===== config.mk =====
export PLATFORM = sky130hd
export DESIGN_NAME = control_unit_pipe
export DESIGN_NICKNAME = d
export VERILOG_FILES = /design/src/rtl/mips_pkg.sv /design/src/rtl/control_decode.sv /design/src/rtl/control_unit_pipe.sv
export SDC_FILE = /design/constraint.sdc
export NUM_CORES = 1
export LEC_CHECK = 0
export BUFFER_PORTS_ARGS = -buffer_cell sky130_fd_sc_hd__buf_2
export CAP_MARGIN = 10
export CORE_MARGIN = 2
export CORE_UTILIZATION = 28
export CTS_BUF_LIST = sky130_fd_sc_hd__clkbuf_4 sky130_fd_sc_hd__clkbuf_8
export DETAILED_ROUTE_END_ITERATION = 7
export PLACE_DENSITY_LB_ADDON = 0.2
export SYNTH_ARGS = -nofsm -noshare
export SYNTH_HDL_FRONTEND = slang
export SYNTH_SLANG_ARGS = --single-unit

===== constraint.sdc =====
create_clock -name clk -period 3.4 [get_ports clk]
set_input_delay 0.17 -clock clk [delete_from_list [all_inputs] [get_ports clk]]
set_output_delay 0.17 -clock clk [all_outputs]
set_load 0.02 [all_outputs]

===== src/rtl/mips_pkg.sv =====
// ---------------------------------------------------------------------------
// mips_pkg
// Shared definitions for the MIPS ID/EX control path:
//   - opcode constants for every instruction the decoder understands
//   - ALU operation codes (R-type funct encoding reused for immediates)
//   - one-hot memory access size encodings
//   - the control word carried from ID into EX, plus small helpers
//   - halt sequencer state constants
// ---------------------------------------------------------------------------
package mips_pkg;

    // Opcodes
    localparam logic [5:0] OP_RTYPE = 6'b000000;
    localparam logic [5:0] OP_J     = 6'b000010;
    localparam logic [5:0] OP_BEQ   = 6'b000100;
    localparam logic [5:0] OP_BNE   = 6'b000101;
    localparam logic [5:0] OP_ADDI  = 6'b001000;
    localparam logic [5:0] OP_SLTI  = 6'b001010;
    localparam logic [5:0] OP_SLTIU = 6'b001011;
    localparam logic [5:0] OP_ANDI  = 6'b001100;
    localparam logic [5:0] OP_ORI   = 6'b001101;
    localparam logic [5:0] OP_XORI  = 6'b001110;
    localparam logic [5:0] OP_ADDIU = 6'b010001;
    localparam logic [5:0] OP_LB    = 6'b100000;
    localparam logic [5:0] OP_LH    = 6'b100001;
    localparam logic [5:0] OP_LW    = 6'b100011;
    localparam logic [5:0] OP_LBU   = 6'b100100;
    localparam logic [5:0] OP_LHU   = 6'b100101;
    localparam logic [5:0] OP_LWU   = 6'b100111;
    localparam logic [5:0] OP_SB    = 6'b101000;
    localparam logic [5:0] OP_SH    = 6'b101001;
    localparam logic [5:0] OP_SW    = 6'b101011;
    localparam logic [5:0] OP_HALT  = 6'b111111;

    // ALU operation codes
    localparam logic [5:0] ALU_NOP = 6'b000000;
    localparam logic [5:0] ALU_ADD = 6'b100000;
    localparam logic [5:0] ALU_SUB = 6'b100010;
    localparam logic [5:0] ALU_AND = 6'b100100;
    localparam logic [5:0] ALU_OR  = 6'b100101;
    localparam logic [5:0] ALU_XOR = 6'b100110;
    localparam logic [5:0] ALU_SLT = 6'b101010;

    // Memory access size, one-hot
    localparam logic [2:0] MEM_NONE = 3'b000;
    localparam logic [2:0] MEM_BYTE = 3'b001;
    localparam logic [2:0] MEM_HALF = 3'b010;
    localparam logic [2:0] MEM_WORD = 3'b100;

    // Halt sequencer states
    localparam logic [1:0] ST_RUN    = 2'd0;
    localparam logic [1:0] ST_DRAIN  = 2'd1;
    localparam logic [1:0] ST_HALTED = 2'd2;

    // Control word handed from ID to EX. Widths here are the native
    // encodings; the pipeline register resizes them to its parameters.
    typedef struct packed {
        logic       valid;
        logic       mem_to_reg;
        logic       mem_write;
        logic       mem_sign;
        logic       alu_src;
        logic       reg_write;
        logic       branch;
        logic       branch_eq;
        logic       jump;
        logic       sign_ext;
        logic [5:0] alu_ctrl;
        logic [2:0] mem_op;
        logic [4:0] wreg;
    } ctrl_word_t;

    localparam ctrl_word_t CTRL_BUBBLE = '0;

    // Register-immediate ALU instruction writing dst.
    function automatic ctrl_word_t imm_op(input logic [5:0] alu,
                                          input logic       sext,
                                          input logic [4:0] dst);
        ctrl_word_t c;
        c           = CTRL_BUBBLE;
        c.valid     = 1'b1;
        c.alu_src   = 1'b1;
        c.reg_write = 1'b1;
        c.sign_ext  = sext;
        c.alu_ctrl  = alu;
        c.wreg      = dst;
        return c;
    endfunction

    // Loads and stores share op[1:0] as the access size: 00 byte,
    // 01 half, 11 word.
    function automatic logic [2:0] mem_size(input logic [5:0] opcode);
        logic [2:0] sz;
        case (opcode[1:0])
            2'b00:   sz = MEM_BYTE;
            2'b01:   sz = MEM_HALF;
            default: sz = MEM_WORD;
        endcase
        return sz;
    endfunction

endpackage


===== src/rtl/control_decode.sv =====
// ---------------------------------------------------------------------------
// control_decode
// Purely combinational instruction decoder: op/funct/register fields to
// the EX control word, plus the operand-usage flags needed for hazard
// detection and the HALT / illegal classification.
//   i_op, i_funct     : opcode and R-type function
//   i_rt, i_rd        : register fields used to pick the destination
//   o_ctrl            : control word (bubble for HALT and illegal ops)
//   o_uses_rs/o_uses_rt : instruction reads rs / rt
//   o_is_halt         : opcode is HALT
//   o_is_illegal      : opcode is not decodable
// ---------------------------------------------------------------------------
module control_decode
    import mips_pkg::*;
(
    input  logic [5:0] i_op,
    input  logic [5:0] i_funct,
    input  logic [4:0] i_rt,
    input  logic [4:0] i_rd,
    output ctrl_word_t o_ctrl,
    output logic       o_uses_rs,
    output logic       o_uses_rt,
    output logic       o_is_halt,
    output logic       o_is_illegal
);

    always_comb begin
        o_ctrl       = CTRL_BUBBLE;
        o_uses_rs    = 1'b1;
        o_uses_rt    = 1'b0;
        o_is_halt    = 1'b0;
        o_is_illegal = 1'b0;

        case (i_op)
            OP_RTYPE: begin
                o_ctrl.valid     = 1'b1;
                o_ctrl.reg_write = 1'b1;
                o_ctrl.alu_ctrl  = i_funct;
                o_ctrl.wreg      = i_rd;
                o_uses_rt        = 1'b1;
            end
            OP_ADDI, OP_ADDIU:  o_ctrl = imm_op(ALU_ADD, 1'b1, i_rt);
            OP_ANDI:            o_ctrl = imm_op(ALU_AND, 1'b0, i_rt);
            OP_ORI:             o_ctrl = imm_op(ALU_OR,  1'b0, i_rt);
            OP_XORI:            o_ctrl = imm_op(ALU_XOR, 1'b0, i_rt);
            OP_SLTI, OP_SLTIU:  o_ctrl = imm_op(ALU_SLT, 1'b1, i_rt);
            OP_BEQ, OP_BNE: begin
                // Compare by subtraction; offset is sign-extended.
                o_ctrl.valid     = 1'b1;
                o_ctrl.branch    = 1'b1;
                o_ctrl.branch_eq = ~i_op[0];
                o_ctrl.sign_ext  = 1'b1;
                o_ctrl.alu_ctrl  = ALU_SUB;
                o_uses_rt        = 1'b1;
            end
            OP_J: begin
                o_ctrl.valid = 1'b1;
                o_ctrl.jump  = 1'b1;
                o_uses_rs    = 1'b0;
            end
            OP_LB, OP_LBU, OP_LH, OP_LHU, OP_LW, OP_LWU: begin
                // Address = rs + sign-extended offset; op[2] marks the
                // unsigned variants.
                o_ctrl            = imm_op(ALU_ADD, 1'b1, i_rt);
                o_ctrl.mem_to_reg = 1'b1;
                o_ctrl.mem_op     = mem_size(i_op);
                o_ctrl.mem_sign   = ~i_op[2];
            end
            OP_SB, OP_SH, OP_SW: begin
                o_ctrl           = imm_op(ALU_ADD, 1'b1, 5'd0);
                o_ctrl.reg_write = 1'b0;
                o_ctrl.mem_write = 1'b1;
                o_ctrl.mem_op    = mem_size(i_op);
                o_uses_rt        = 1'b1;
            end
            OP_HALT: begin
                // HALT is a sequencing request only; nothing enters EX.
                o_is_halt = 1'b1;
                o_uses_rs = 1'b0;
            end
            default: o_is_illegal = 1'b1;
        endcase
    end

endmodule


===== src/rtl/control_unit_pipe.sv =====
// ---------------------------------------------------------------------------
// control_unit_pipe
// ID/EX control register for the MIPS pipeline: decodes the instruction in
// ID, registers its control word for EX, inserts bubbles for flush, load-use
// hazards and while halting, flags illegal opcodes and sequences HALT.
//   clk, reset_n        : clock, asynchronous active-low reset
//   valid_in, op, funct : instruction in ID
//   rs, rt, rd          : register fields of the instruction in ID
//   stall               : hold everything (from later stages)
//   flush               : squash the instruction in ID
//   hazard_stall        : combinational load-use stall of PC and IF/ID
//   ex_*                : registered EX control word
//   illegal             : one-cycle pulse for an undecodable valid opcode
//   halt_pending/halted : sticky halt status
// ---------------------------------------------------------------------------
module control_unit_pipe
    import mips_pkg::*;
#(
    parameter int unsigned ALUCTRL_W    = 6,
    parameter int unsigned MEMOP_W      = 3,
    parameter int unsigned DRAIN_CYCLES = 4,
    parameter int unsigned LOAD_USE_EN  = 1
) (
    input  logic                 clk,
    input  logic                 reset_n,
    input  logic                 valid_in,
    input  logic [5:0]           op,
    input  logic [5:0]           funct,
    input  logic [4:0]           rs,
    input  logic [4:0]           rt,
    input  logic [4:0]           rd,
    input  logic                 stall,
    input  logic                 flush,
    output logic                 hazard_stall,
    output logic                 ex_valid,
    output logic                 ex_mem_to_reg,
    output logic                 ex_mem_write,
    output logic                 ex_mem_sign,
    output logic                 ex_alu_src,
    output logic                 ex_reg_write,
    output logic                 ex_branch,
    output logic                 ex_branch_eq,
    output logic                 ex_jump,
    output logic                 ex_sign_ext,
    output logic [ALUCTRL_W-1:0] ex_alu_ctrl,
    output logic [MEMOP_W-1:0]   ex_mem_op,
    output logic [4:0]           ex_wreg,
    output logic                 illegal,
    output logic                 halt_pending,
    output logic                 halted
);

    localparam logic [3:0] DRAIN_LOAD = 4'(DRAIN_CYCLES);

    ctrl_word_t r_ex;
    logic       r_illegal;
    logic [1:0] r_state;
    logic [3:0] r_drain_cnt;

    ctrl_word_t w_dec_ctrl;
    ctrl_word_t w_ex_next;
    logic       w_uses_rs;
    logic       w_uses_rt;
    logic       w_is_halt;
    logic       w_is_illegal;
    logic       w_hazard;
    logic       w_running;
    logic       w_halt_accept;
    logic       w_illegal_next;
    logic [1:0] w_state_next;
    logic [3:0] w_cnt_next;

    control_decode u_decode (
        .i_op         (op),
        .i_funct      (funct),
        .i_rt         (rt),
        .i_rd         (rd),
        .o_ctrl       (w_dec_ctrl),
        .o_uses_rs    (w_uses_rs),
        .o_uses_rt    (w_uses_rt),
        .o_is_halt    (w_is_halt),
        .o_is_illegal (w_is_illegal)
    );

    assign w_running = (r_state == ST_RUN);

    // Load in EX whose result is needed by the instruction in ID. The
    // bubble inserted below moves the load on, so the hit lasts one cycle.
    generate
        if (LOAD_USE_EN != 0) begin : g_load_use
            assign w_hazard = valid_in && w_running &&
                              r_ex.valid && r_ex.mem_to_reg && (r_ex.wreg != 5'd0) &&
                              (((r_ex.wreg == rs) && w_uses_rs) ||
                               ((r_ex.wreg == rt) && w_uses_rt));
        end else begin : g_no_load_use
            assign w_hazard = 1'b0;
        end
    endgenerate

    assign hazard_stall = w_hazard;

    // EX register next value, in priority order.
    always_comb begin
        w_ex_next      = r_ex;
        w_illegal_next = 1'b0;
        if (stall) begin
            w_ex_next = r_ex;
        end else if (flush || !w_running || w_hazard || !valid_in) begin
            w_ex_next = CTRL_BUBBLE;
        end else begin
            // Decoder already yields a bubble for HALT and illegal ops.
            w_ex_next      = w_dec_ctrl;
            w_illegal_next = w_is_illegal;
        end
    end

    assign w_halt_accept = valid_in && w_is_halt && !stall && !flush && !w_hazard && w_running;

    // Halt sequencer: the drain counter only moves on cycles where the
    // pipeline itself advances.
    always_comb begin
        w_state_next = r_state;
        w_cnt_next   = r_drain_cnt;
        case (r_state)
            ST_RUN: begin
                if (w_halt_accept) begin
                    w_state_next = ST_DRAIN;
                    w_cnt_next   = DRAIN_LOAD;
                end
            end
            ST_DRAIN: begin
                if (!stall) begin
                    if (r_drain_cnt <= 4'd1) begin
                        w_state_next = ST_HALTED;
                        w_cnt_next   = 4'd0;
                    end else begin
                        w_cnt_next = r_drain_cnt - 4'd1;
                    end
                end
            end
            ST_HALTED: begin
                w_state_next = ST_HALTED;
            end
            default: begin
                w_state_next = ST_RUN;
                w_cnt_next   = 4'd0;
            end
        endcase
    end

    always_ff @(posedge clk or negedge reset_n) begin
        if (!reset_n) begin
            r_ex        <= CTRL_BUBBLE;
            r_illegal   <= 1'b0;
            r_state     <= ST_RUN;
            r_drain_cnt <= 4'd0;
        end else begin
            r_ex        <= w_ex_next;
            r_illegal   <= w_illegal_next;
            r_state     <= w_state_next;
            r_drain_cnt <= w_cnt_next;
        end
    end

    assign ex_valid      = r_ex.valid;
    assign ex_mem_to_reg = r_ex.mem_to_reg;
    assign ex_mem_write  = r_ex.mem_write;
    assign ex_mem_sign   = r_ex.mem_sign;
    assign ex_alu_src    = r_ex.alu_src;
    assign ex_reg_write  = r_ex.reg_write;
    assign ex_branch     = r_ex.branch;
    assign ex_branch_eq  = r_ex.branch_eq;
    assign ex_jump       = r_ex.jump;
    assign ex_sign_ext   = r_ex.sign_ext;
    assign ex_alu_ctrl   = ALUCTRL_W'(r_ex.alu_ctrl);
    assign ex_mem_op     = MEMOP_W'(r_ex.mem_op);
    assign ex_wreg       = r_ex.wreg;
    assign illegal       = r_illegal;
    assign halt_pending  = (r_state != ST_RUN);
    assign halted        = (r_state == ST_HALTED);

endmodule


==> impl_metrics.toml <==
[synthesis]
syn_inst = 221
synth_edf_count = 0
synth_top_area_share_pct = 39.5
netlist_area_mm2 = 0.00196
ys_seq_elements = 31
synth-main-ff-cell = "dfrtp_1"
synthTopCellsByArea = "dfrtp_1, nand2_1, xor2_1, ha_1, a21oi_1"
async_flop_share_pct = 100
yosysWarnings = 0
synth_top_area_cell = "dfrtp_1"
avgSynthCellArea_um2 = 8.88
synthDistinctLibCells = 44
synth_nets = 259
yosysSeqAreaShare_pct = 39.5

[flow_run]
cap_violations = 0

[setup_path]
crit_path_end_kind = "flip-flop"
timing.rr.start = "ex_wreg[1]"
worstPathArrival_ns = 2.60
startpoint = "ex_wreg[1]"
crit_path_max_incr_delay_ns = 0.55
cp.depth = 7
crit_slowest_cell = "or2_1"
required_ns = 3.55
cp_max_fo = 14
critPathTopFamily = "simple AND/OR/NAND/NOR gates"
reg2reg_depth = 7
crit_buf_inv = 1
critical_path_class = "reg -> reg"
critPathLaunchType = "flip-flop"
path_cells = "xor2_1 > nor4_1 > o211ai_1 > a221oi_2 > or2_1 > buf_4 > o41ai_2"

[route]
via_count = 1823
viasPerCell = 4.91
routed_wl_um = 5360
drc_errors = 0
wl_per_cell_um = 14.4
firstDrtPassIters = 4
ant_nets = 0
drt_first_iter_violations = 70

[cells_and_area]
nets = 312
finalCoreUtilization_pct = 35.4
drive_gt1_share_pct = 29.1
area_growth_pct = 22.4
multi_input_area_mm2 = 0.00107
largest_reg_flops = 6
diodes = 0
num-fill-cells = 714
register_area_um2 = 776

[clock_network]
cts.sinks = 31
cts-resized-gates = 0
cts_buffers = 5
path_clk_slew_ns = 0.07
clkLatencyLatePin_ns = 0.28
clk_path_buf_depth = 2
postCtsHoldBufs = 1
cts-root-buf = "clkbuf_8"
post_cts_buffers = 0
cts.htree.levels = 2
cts_tree = "done"

[timing]
worst-slew-pin-transition_ns = 0.691
slew_viol_final = 0
fmax_mhz = 409
hold_viol_final = 0
clock-skew-final_ns = 0.00338
slew_headroom_pct = 54.0
rsz0062_at_grt = "false"
min_period_ns = 2.44
setup_violations = 0
tns_ns = 0
period_share_pct = 71.9

[power_and_ir_drop]
total_power_w = 0.00107
p_leak_nw = 1.21
ir_drop_mv = 0.162
power_density_mw_per_mm2 = 445

[die]
fp.dieW_um = 87.7
start_util_pct = 28.9
dieArea_mm2 = 0.00769
ios = 60
row_count = 30
die_y_um = 87.7
coreArea_mm2 = 0.00679

[global_route]
antenna_found_initial = 0
grt_pass1_vias = 1739
overflow = 0
grt_util_all_layers_pct = 14.3
grt_max_degree = 32
grt_pass1_wl_um = 8580

[worst_hold_path]
hold_class = "in -> reg"
holdPathStages = 2
hp-start = "funct[4]"

[placement]
hpwlAfterDp_um = 3960
port_buffers = 59
gp_congestion = 0.835

[outcome]
status = "finished clean"
[path summary, 6_finish.rpt]
path | end | slack, ns
max | ex_mem_write | 0.96
min | ex_alu_ctrl[4] | 0.13
max reg2reg | ex_mem_write | 0.96
min reg2reg | ex_mem_op[2] | 0.48
max in group asynchronous | r_state[0] | 2.48
min in group asynchronous | ex_wreg[0] | 0.47
[routing by layer]
metal | GRT usage [%] | vias up | part of all wire (%)
li1 | - | 907 | -
met1 | 20.3 | 850 | 49
met2 | 21.8 | 61 | 44
met3 | 3.39 | 5 | 6.0
met4 | 3.92 | 0 | 0.78
met5 | 0 | - | 0
[stage by stage]
step | setup WS [ns] | cell area (um2) | cells | hold slack (ns)
after floorplan | 1.22 | 1960 | 221 | -0.126
after global placement | 0.874 | 2310 | 362 | 0.262
after detailed placement | 0.760 | 2310 | 362 | 0.256
after CTS | 0.904 | 2400 | 371 | 0.128
after global routing | 0.693 | 2400 | 371 | 0.139
final | 0.955 | 2400 | 371 | 0.133
[cell families after synthesis]
group	count (synthesis)	synth area share, %
buffers and inverters	25	5.80
AOI/OAI and AO/OA	69	26.1
adders and majority gates	6	3.83
and+or+nand+nor	77	18.6
muxes	3	1.66
DFF	31	39.5
xor gates and xnor gates	10	4.46
[report_power, final]
group	leakage (nW)	switching, W	total [W]	internal (W)
clock	0.0477	0.000134	0.000274	0.000140
combinational	0.738	0.000220	0.000358	0.000137
sequential	0.426	0.0000333	0.000438	0.000405
[layout by cell type (no fill, tap or decap), types with 4 or more instances in the layout]
master    count
o21ai_1      10
nand3_1       4
nand2_1      29
a21oi_1      13
inv_1         9
ha_1          6
o41ai_2       4
clkbuf_8      5
nor4_1        4
nor2_1       16
o21ai_0       8
nor3_1        6
a22oi_1       6
buf_2        59
o31ai_1       4
xor2_1       10
a22o_1        4
dfrtp_1      31
[layout make-up]
cell class	instances	area share, %
flip-flops and latches	31	32.3
clock inverters	3	0.625
repair buffers	61	13.0
multi-input cells	165	44.6
well taps	96	5.00
clock buffers	5	2.86
inverters	10	1.56
[Yosys cell counts, types with 2 or more instances]
| cell type | number |
|---|---|
| dfrtp_1 | 31 |
| nand2_1 | 29 |
| nor2_1 | 16 |
| a21oi_1 | 13 |
| clkbuf_1 | 11 |
| o21ai_1 | 10 |
| xor2_1 | 10 |
| inv_1 | 9 |
| o21ai_0 | 8 |
| a22oi_1 | 6 |
| ha_1 | 6 |
| nor3_1 | 6 |
| a22o_1 | 4 |
| nand3_1 | 4 |
| nor4_1 | 4 |
| o31ai_1 | 4 |
| o41ai_2 | 4 |
| a31oi_1 | 3 |
| and3_1 | 3 |
| nand2b_1 | 3 |
| nand4_1 | 3 |
| nor2b_1 | 3 |
| o22ai_1 | 3 |
| a21o_1 | 2 |
| a32o_1 | 2 |
| a32oi_1 | 2 |
| buf_6 | 2 |
| mux2_2 | 2 |
| o211ai_1 | 2 |
| or2_2 | 2 |
Power figures use the tool's default switching activity.
